==> config.mk <==
export PLATFORM = sky130hd
export DESIGN_NAME = alu_share_arbiter_flat
export DESIGN_NICKNAME = d
export VERILOG_FILES = /design/src/rtl/alu_share_arbiter_if.sv /design/src/rtl/alu_share_arbiter.sv /design/src/flat_wrapper.sv
export SDC_FILE = /design/constraint.sdc
export NUM_CORES = 1
export LEC_CHECK = 0
export CAP_MARGIN = 5
export CELL_PAD_IN_SITES_DETAIL_PLACEMENT = 1
export CELL_PAD_IN_SITES_GLOBAL_PLACEMENT = 1
export CORE_ASPECT_RATIO = 1.25
export CORE_UTILIZATION = 26
export DETAILED_ROUTE_END_ITERATION = 10
export GPL_TIMING_DRIVEN = 0
export PLACE_DENSITY = 0.76
export SYNTH_ARGS = -nofsm -noshare
export SYNTH_HDL_FRONTEND = slang
export SYNTH_SLANG_ARGS = --single-unit
==> constraint.sdc <==
create_clock -name clk -period 1.5 [get_ports clk]
set_input_delay 0.225 -clock clk [delete_from_list [all_inputs] [get_ports clk]]
set_output_delay 0.225 -clock clk [all_outputs]
set_load 0.05 [all_outputs]
==> src/rtl/alu_share_arbiter_if.sv <==
// Purpose: bundles both requester handshakes, the shared response bus and the ALU hookup.
// Latency: none, wiring only.
// Backpressure: reqN_ready qualifies reqN_valid; responses are pulses with no backpressure.
interface alu_share_arbiter_if #(
   parameter int WIDTH = 4,
   parameter int OPW   = 2
);
   // requester 0
   logic             req0_valid;
   logic [WIDTH-1:0] req0_a;
   logic [WIDTH-1:0] req0_b;
   logic [OPW-1:0]   req0_op;
   logic             req0_ready;
   logic             resp0_valid;
   // requester 1
   logic             req1_valid;
   logic [WIDTH-1:0] req1_a;
   logic [WIDTH-1:0] req1_b;
   logic [OPW-1:0]   req1_op;
   logic             req1_ready;
   logic             resp1_valid;
   // shared result bus
   logic [WIDTH-1:0] resp_y;
   // ALU connection
   logic [WIDTH-1:0] alu_a;
   logic [WIDTH-1:0] alu_b;
   logic [OPW-1:0]   alu_s;
   logic [WIDTH-1:0] alu_y;
   // status
   logic             busy;

   // environment side: requesters plus the ALU instance
   modport master (
      output req0_valid, req0_a, req0_b, req0_op,
      output req1_valid, req1_a, req1_b, req1_op,
      output alu_y,
      input  req0_ready, resp0_valid, req1_ready, resp1_valid,
      input  resp_y, alu_a, alu_b, alu_s, busy
   );

   // arbiter side
   modport slave (
      input  req0_valid, req0_a, req0_b, req0_op,
      input  req1_valid, req1_a, req1_b, req1_op,
      input  alu_y,
      output req0_ready, resp0_valid, req1_ready, resp1_valid,
      output resp_y, alu_a, alu_b, alu_s, busy
   );
endinterface

==> src/rtl/alu_share_arbiter.sv <==
// Purpose: round-robin share of one combinational ALU between two requesters.
// Latency: accept at T, operands on ALU at T+1, tagged response pulse at T+2; one op per 3 cycles.
// Backpressure: reqN_ready only in IDLE for the granted side; response pulse cannot be stalled.
module alu_share_arbiter #(
   parameter int WIDTH = 4,
   parameter int OPW   = 2
) (
   input logic                clk,
   input logic                rst,
   alu_share_arbiter_if.slave bus
);

   typedef enum logic [1:0] {
      IDLE = 2'd0,
      EXEC = 2'd1,
      RESP = 2'd2
   } state_t;

   state_t           state_q, state_d;
   logic             rr_q, rr_d;          // 0: requester 0 preferred on a tie
   logic             owner_q, owner_d;    // requester that owns the operation in flight
   logic [WIDTH-1:0] a_q, a_d;
   logic [WIDTH-1:0] b_q, b_d;
   logic [OPW-1:0]   op_q, op_d;
   logic [WIDTH-1:0] result_q, result_d;

   logic grant0;
   logic grant1;

   // Round-robin grant: a lone requester always wins, a tie goes to the rr side.
   always_comb begin
      grant0 = bus.req0_valid & (~bus.req1_valid | ~rr_q);
      grant1 = bus.req1_valid & (~bus.req0_valid |  rr_q);
   end

   // State and datapath registers with synchronous reset; reset aborts any operation.
   always_ff @(posedge clk) begin
      if (rst) begin
         state_q  <= IDLE;
         rr_q     <= 1'b0;
         owner_q  <= 1'b0;
         a_q      <= '0;
         b_q      <= '0;
         op_q     <= '0;
         result_q <= '0;
      end else begin
         state_q  <= state_d;
         rr_q     <= rr_d;
         owner_q  <= owner_d;
         a_q      <= a_d;
         b_q      <= b_d;
         op_q     <= op_d;
         result_q <= result_d;
      end
   end

   // Next state: IDLE waits for a grant, then one EXEC cycle and one RESP cycle.
   always_comb begin
      state_d = state_q;
      unique case (state_q)
         IDLE:    if (grant0 | grant1) state_d = EXEC;
         EXEC:    state_d = RESP;
         RESP:    state_d = IDLE;
         default: state_d = IDLE;
      endcase
   end

   // Datapath updates: latch the winner's request, capture the ALU, then rotate priority.
   always_comb begin
      a_d      = a_q;
      b_d      = b_q;
      op_d     = op_q;
      owner_d  = owner_q;
      result_d = result_q;
      rr_d     = rr_q;
      unique case (state_q)
         IDLE: begin
            // ready equals grant in IDLE, so a grant is a completed transfer
            if (grant0) begin
               a_d     = bus.req0_a;
               b_d     = bus.req0_b;
               op_d    = bus.req0_op;
               owner_d = 1'b0;
            end else if (grant1) begin
               a_d     = bus.req1_a;
               b_d     = bus.req1_b;
               op_d    = bus.req1_op;
               owner_d = 1'b1;
            end
         end
         EXEC: result_d = bus.alu_y;
         RESP: rr_d     = ~owner_q;
         default: ;
      endcase
   end

   // Outputs: ALU operands and result bus come straight from registers and hold between ops.
   always_comb begin
      bus.req0_ready  = (state_q == IDLE) & grant0;
      bus.req1_ready  = (state_q == IDLE) & grant1;
      bus.resp0_valid = (state_q == RESP) & ~owner_q;
      bus.resp1_valid = (state_q == RESP) &  owner_q;
      bus.resp_y      = result_q;
      bus.alu_a       = a_q;
      bus.alu_b       = b_q;
      bus.alu_s       = op_q;
      bus.busy        = (state_q != IDLE);
   end

endmodule

==> src/flat_wrapper.sv <==
// flat-port wrapper written by rule: the top's interface ports become plain ports
module alu_share_arbiter_flat 
#(
   parameter int WIDTH = 4,
   parameter int OPW   = 2
)
  (clk, rst, bus_req0_valid, bus_req0_a, bus_req0_b, bus_req0_op, bus_req1_valid, bus_req1_a, bus_req1_b, bus_req1_op, bus_alu_y, bus_req0_ready, bus_resp0_valid, bus_req1_ready, bus_resp1_valid, bus_resp_y, bus_alu_a, bus_alu_b, bus_alu_s, bus_busy);
  alu_share_arbiter_if #(.WIDTH(WIDTH), .OPW(OPW)) bus_i ();
  input logic clk;
  input logic rst;
  input wire logic [$bits(bus_i.req0_valid)-1:0] bus_req0_valid;
  input wire logic [$bits(bus_i.req0_a)-1:0] bus_req0_a;
  input wire logic [$bits(bus_i.req0_b)-1:0] bus_req0_b;
  input wire logic [$bits(bus_i.req0_op)-1:0] bus_req0_op;
  input wire logic [$bits(bus_i.req1_valid)-1:0] bus_req1_valid;
  input wire logic [$bits(bus_i.req1_a)-1:0] bus_req1_a;
  input wire logic [$bits(bus_i.req1_b)-1:0] bus_req1_b;
  input wire logic [$bits(bus_i.req1_op)-1:0] bus_req1_op;
  input wire logic [$bits(bus_i.alu_y)-1:0] bus_alu_y;
  output wire logic [$bits(bus_i.req0_ready)-1:0] bus_req0_ready;
  output wire logic [$bits(bus_i.resp0_valid)-1:0] bus_resp0_valid;
  output wire logic [$bits(bus_i.req1_ready)-1:0] bus_req1_ready;
  output wire logic [$bits(bus_i.resp1_valid)-1:0] bus_resp1_valid;
  output wire logic [$bits(bus_i.resp_y)-1:0] bus_resp_y;
  output wire logic [$bits(bus_i.alu_a)-1:0] bus_alu_a;
  output wire logic [$bits(bus_i.alu_b)-1:0] bus_alu_b;
  output wire logic [$bits(bus_i.alu_s)-1:0] bus_alu_s;
  output wire logic [$bits(bus_i.busy)-1:0] bus_busy;
  assign bus_i.req0_valid = bus_req0_valid;
  assign bus_i.req0_a = bus_req0_a;
  assign bus_i.req0_b = bus_req0_b;
  assign bus_i.req0_op = bus_req0_op;
  assign bus_i.req1_valid = bus_req1_valid;
  assign bus_i.req1_a = bus_req1_a;
  assign bus_i.req1_b = bus_req1_b;
  assign bus_i.req1_op = bus_req1_op;
  assign bus_i.alu_y = bus_alu_y;
  assign bus_req0_ready = bus_i.req0_ready;
  assign bus_resp0_valid = bus_i.resp0_valid;
  assign bus_req1_ready = bus_i.req1_ready;
  assign bus_resp1_valid = bus_i.resp1_valid;
  assign bus_resp_y = bus_i.resp_y;
  assign bus_alu_a = bus_i.alu_a;
  assign bus_alu_b = bus_i.alu_b;
  assign bus_alu_s = bus_i.alu_s;
  assign bus_busy = bus_i.busy;
  alu_share_arbiter #(.WIDTH(WIDTH), .OPW(OPW)) u_core (.clk(clk), .rst(rst), .bus(bus_i));
endmodule
==> flow_summary.toml, run 1 <==
[outcome]
status = "finished clean"

[die]
dieArea_mm2 = 0.00348
die_w_um = 53.0
die_h_um = 65.7
initial_core_util_pct = 28.1
pin_count = 47
fp-row-count = 22
core_area_mm2 = 0.00300

[pwr]
ir_drop_uv = 490
powerDensity_mw_per_mm2 = 976
p_leak_nw = 0.664

[setup_path]
crit_path_end_kind = "primary output"
worstPathCellList = "nor2_4 -> buf_6 -> nand2_2 -> a21oi_2 -> buf_6"
slowest_stage = "dfxtp_4"
path_common_cell = "buf_6"
crit_path_max_incr_delay_ps = 380
regToRegSetupSlack_ps = 230
arrival_ps = 1260
crit_buf_inv = 2
cp-start-kind = "register"
required_ps = 1270
critical_path_class = "reg -> out"
cp_max_fo = 5
crit_family = "flip-flops"

[logic_synthesis]
avgSynthCellArea_um2 = 9.08
syn-num-nets = 121
syn_area_um2 = 845
synth_cell_types = 22
ys.flop_type = "dfxtp_1"
synth_cells = 93
yosys.area.top_type = "dfxtp_1"
yosysTopAreaCellShare_pct = 42.7
seq_area_frac_synth_pct = 42.7
synth_edf_count = 0
yosys_register_bits = 18
ys_warn_count = 0
synth_common_cells = "21 x nand2_1, 18 x dfxtp_1, 13 x a21oi_1"
yosys.cell_count.top_type = "nand2_1"
synth-async-reset-ratio_pct = 0
synth_area_leaders = "dfxtp_1 43%, a311oi_2 16%, nand2_1 9.3%"

[global_route]
grt_max_degree = 11
gr-total-overflow = 0
antenna_found_initial = 0
grt_pass1_wl_mm = 4.14
grt.total_usage_pct = 15.9
grt_pass1_vias = 910

[clock_network]
cts_buffers = 3
cts_tree = "yes"
cts-htree-levels = 1
cts_buffer_depth = 2
clock_latency_ps = 290
cts_root_buffer = "clkbuf_4"
clk_pin_slew_worst_paths_ps = 110
cts_sinks = 18

[sta]
rsz0062_at_grt = "yes"
slew_viol_final = 0
skew_ps = 1.88
worst_slew_pin_slew_ps = 509
fin_ws_ps = 14.7
clock.fmax_mhz = 673
setup_viol = 0
tns_ps = 0
max-slew-margin-rel_pct = 66.0
period_share_pct = 99.0
final_hold_viol_count = 0
period_minus_slack_ps = 1490

[place]
routabilityCongestion = 0.697
dp_worst_setup_slack_ps = -700
hpwlAfterDp_mm = 1.85
port_buffers = 45

[finish]
final_layout_size_suffix_gt1_share_pct = 28.2
area_delta_synth_final_pct = 72.7
fin_nets = 178
antenna_cells = 0

[routing]
routedWlPerCell_um = 13.9
drc_errors = 0
wl_mm = 2.56
viasPerCell = 4.77
ant_nets = 0
via_count = 882
wl_met3_um = 185
routed-wl-met2_mm = 1.32
wl_met1_mm = 1.05
dr.pass1.iters = 4
drtIter0Drc = 7
top_layer = "met4"

[job]
maxCapViolCount = 0

[worst_hold_path]
worstHoldPathType = "in -> reg"
-- kinds of logic (layout without fill, tap and decap cells) --
group / after synthesis / after routing / synth area share (%)
and+or+nand+nor: 36 / 36 / 19.0
AOI/OAI and AO/OA: 25 / 25 / 27.3
DFF: 18 / 18 / 42.7
buffers and inverters: 10 / 66 / 6.37
muxes: 4 / 4 / 4.74
-- through the flow --
stage / power, mW / std cells / utilization, % / hold slack (ps) / cell area (um2)
6_report: 1.42 / 185 / 48.6 / 268 / 1460
5_1_grt: 1.51 / 185 / 48.6 / 255 / 1460
4_1_cts: 1.40 / 178 / 45.8 / 259 / 1370
3_5_place_dp: 1.11 / 174 / 45.1 / 488 / 1350
3_3_place_gp: 1.10 / 174 / 45.1 / 477 / 1350
2_1_floorplan: 0.904 / 93 / - / 369 / 858
-- power by group --
group          switching [mW]  total (mW)  internal, mW
clock network           0.156       0.304         0.148
registers              0.0318       0.556         0.524
logic                   0.328       0.564         0.236
-- routing by layer --
metal  vias to the layer above  track usage [%]
li1                        437                -
met4                         0             2.96
met5                         -                0
met2                        33             28.8
met1                       410             17.7
met3                         2             5.32
-- worst register-to-register path, stage by stage (launching register included) --
cell	delay [ps]
dfxtp_2	360
a21boi_2	420
nand2_1	130
a311oi_2	280
-- final cells by class --
| class | instances | area [um2] |
|---|---|---|
| Fill cell | 357 | 1540 |
| Timing Repair Buffer | 52 | 499 |
| Multi-Input combinational cell | 65 | 452 |
| Sequential cell | 18 | 369 |
| Buffer | 7 | 46.3 |
| Tap cell | 36 | 45.0 |
| Clock buffer | 4 | 36.3 |
| Inverter | 3 | 11.3 |
-- placed cells by master, fill, tap and decap left out, drive strengths merged --
cell           netlist  final
dfxtp               18     18
nor3b                1      1
and2                 1      1
mux2i                4      4
inv                  3      3
a21boi               1      1
clkdlybuf4s50        0     24
a21bo                1      1
nor2                 6      6
clkbuf               0      5
dlygate4sd2          0     14
nand2b               1      1
buf                  7     18
nand2               21     21
or2                  1      1
nor2b                1      1
a21oi               13     13
and3                 1      1
nor3                 3      3
a311oi              10     10
dlymetal6s2s         0      2
-- sequential cells by signal, indices dropped and copies added (netlist names) --
name	cells
u_core.bus.alu_a	4
u_core.bus.alu_b	4
u_core.bus.resp_y	4
u_core.bus.alu_s	2
u_core.state_q	2
u_core.owner_q	1
u_core.rr_q	1
-- path summary, 6_finish.rpt --
path | startpoint | endpoint | cells past startpoint
max | u_core.state_q[0] | bus_req1_ready | 5
min | rst | u_core.bus.alu_b[3] | 2
max reg2reg | u_core.rr_q | u_core.bus.alu_b[0] | 3
min reg2reg | u_core.bus.resp_y[1] | u_core.bus.resp_y[1] | 2
-- what timing repair did --
| action | in CTS | in global routing |
|---|---|---|
| setup endpoints to repair | 19 | 5 |
| hold buffers | 0 | 0 |
| gates resized for setup | 48 | 8 |
| buffers inserted | 0 | 7 |
| endpoints found under the hold margin | 0 | 0 |
| pin swaps | 1 | 1 |
No activity file was read; power rests on OpenSTA's default activity.
==> run 2, diff against run 1 <==
--- a/config.mk
+++ b/config.mk
@@ -5,6 +5,7 @@
 export SDC_FILE = /design/constraint.sdc
 export NUM_CORES = 1
 export LEC_CHECK = 0
+export ABC_CLOCK_PERIOD_IN_PS = 1500
 export CAP_MARGIN = 5
 export CELL_PAD_IN_SITES_DETAIL_PLACEMENT = 1
 export CELL_PAD_IN_SITES_GLOBAL_PLACEMENT = 1
@@ -13,6 +14,7 @@
 export DETAILED_ROUTE_END_ITERATION = 10
 export GPL_TIMING_DRIVEN = 0
 export PLACE_DENSITY = 0.76
+export REMOVE_ABC_BUFFERS = 1
 export SYNTH_ARGS = -nofsm -noshare
 export SYNTH_HDL_FRONTEND = slang
 export SYNTH_SLANG_ARGS = --single-unit
==> flow_summary.toml, run 2 (synthesis results as in run 1) <==
[routing]
wl_mm = 2.58
ant_nets = 0
via_count = 867
viasPerCell = 4.90
drtIter0Drc = 7
dr.pass1.iters = 4
routedWlPerCell_um = 14.6
drc_errors = 0

[pwr]
power.internal_uw = 874
p_leak_nw = 0.607
sw_frac_of_total_pct = 36.4
powerDensity_mw_per_mm2 = 996
p_total_mw = 1.38
pwr-share-comb_pct = 37.9
p_clk_share_pct = 21.5
power.switching_uw = 501
ir_drop_uv = 460
seq_power_share_pct = 40.6

[sta]
setup_viol = 0
rsz0062_at_grt = "yes"
skew_ps = 1.34
period_share_pct = 97.1
max-slew-margin-rel_pct = 42.2
whs_ps = 492
clock.fmax_mhz = 687
period_minus_slack_ps = 1460
worst_slew_pin_slew_ps = 864
final_hold_viol_count = 0
slew_viol_final = 0

[job]
maxCapViolCount = 0

[die]
pin_count = 47
die_h_um = 65.7
fp-row-count = 22
dieArea_mm2 = 0.00348
initial_core_util_pct = 28.1
core_area_mm2 = 0.00300
die_w_um = 53.0

[global_route]
grt_pass1_wl_mm = 4.45
gr-total-overflow = 0
antenna_found_initial = 0
grt_pass1_vias = 952
grt.total_usage_pct = 17.2
grt_max_degree = 19

[finish]
layout.cells.most_common = "clkdlybuf4s50_1"
area_delta_synth_final_pct = 63.4
antenna_cells = 0
final_layout_size_suffix_gt1_share_pct = 22.0
final_cell_mix = "25 x clkdlybuf4s50_1, 21 x nand2_1, 16 x dlygate4sd2_1"
final_util_pct = 46.0
final_cell_count_no_fill = 177
fin_nets = 170
fillCellCount = 362

[clock_network]
cts_root_buffer = "clkbuf_4"
clock_latency_ps = 280
cts_buffers = 3
cts-htree-levels = 1
cts_sinks = 18
postCtsHoldBufs = 0
cts_buffer_depth = 2
cts_tree = "yes"
clk_pin_slew_worst_paths_ps = 100

[setup_path]
cp_max_fo = 5
cp-start-kind = "register"
required_ps = 1270
slowest_stage = "dfxtp_4"
worstPathCellList = "nor2_4 -> nand2_1 -> a21oi_1 -> buf_4"
crit_path_end_kind = "primary output"
arrival_ps = 1230
critical_path_class = "reg -> out"
crit_path_max_incr_delay_ps = 390

[place]
dp_cells = 168
routabilityCongestion = 0.673
hpwlAfterDp_mm = 1.79
port_buffers = 46

[worst_hold_path]
worstHoldPathType = "in -> reg"

[outcome]
status = "finished clean"
## run 2: changes by cell type in the layout (fill, tap and decap cells not counted), sizes merged
cell,before,now
buf,18,9
dlygate4sd2,14,16
dlymetal6s2s,2,0
clkbuf,5,4
clkdlybuf4s15,0,1
clkdlybuf4s50,24,25
## run 2: per-stage QoR
step / worst slack (ps) / TNS (ps) / instance area [um2]
3_3_place_gp: -877 / -5600 / 1310
2_1_floorplan: -442 / -1370 / 802
4_1_cts: -8.64 / -8.64 / 1370
5_1_grt: -28.1 / -41.3 / 1380
3_5_place_dp: -961 / -6260 / 1310
6_report: 44.1 / 0 / 1380
## run 2: final cells by class
| type | instances | area [um2] | area share, % |
|---|---|---|---|
| clock buffers | 4 | 36.3 | 2.63 |
| inverters | 3 | 11.3 | 0.816 |
| multi-input cells | 65 | 453 | 32.8 |
| flip-flops and latches | 18 | 367 | 26.6 |
| well taps | 36 | 45.0 | 3.26 |
| repair buffers | 51 | 468 | 33.9 |
## run 2: power groups by stage
stage | clock (mW) | sequential [mW] | combinational [mW]
6_report | 0.296 | 0.558 | 0.521
2_1_floorplan | 0 | 0.692 | 0.183
4_1_cts | 0.305 | 0.557 | 0.521
5_1_grt | 0.327 | 0.564 | 0.558
3_3_place_gp | 0 | 0.562 | 0.515
3_5_place_dp | 0 | 0.564 | 0.524
## run 2: worst paths after layout
kind | depth (start not counted) | start | endpoint | slack, ps
setup reg to reg | 4 | u_core.state_q[0] | u_core.bus.alu_s[0] | 200
setup / recovery | 4 | u_core.state_q[0] | bus_req1_ready | 40
hold reg to reg | 2 | u_core.bus.resp_y[3] | u_core.bus.resp_y[3] | 510
hold / removal | 3 | bus_req1_valid | u_core.owner_q | 490
## run 2: timing repair
item,in CTS,in global routing
pin swaps,3,2
endpoints found under the setup margin,30,3
setup buffers,4,1
resized for setup,51,1
## run 2: metal layers
metal	up-vias	part of all wire [%]	global-route usage, %
met5	-	0	0
met1	415	40	20.4
met4	0	0	3.95
met2	32	53	30.4
met3	0	6.3	3.94
li1	420	-	-
## run 2: critical path: cells and delay by family, from the launching register on
kind                   cells  cell delay [ps]
buffers and inverters      1              210
DFF                        1              390
AOI/OAI and AO/OA          1              110
and+or+nand+nor            2              230
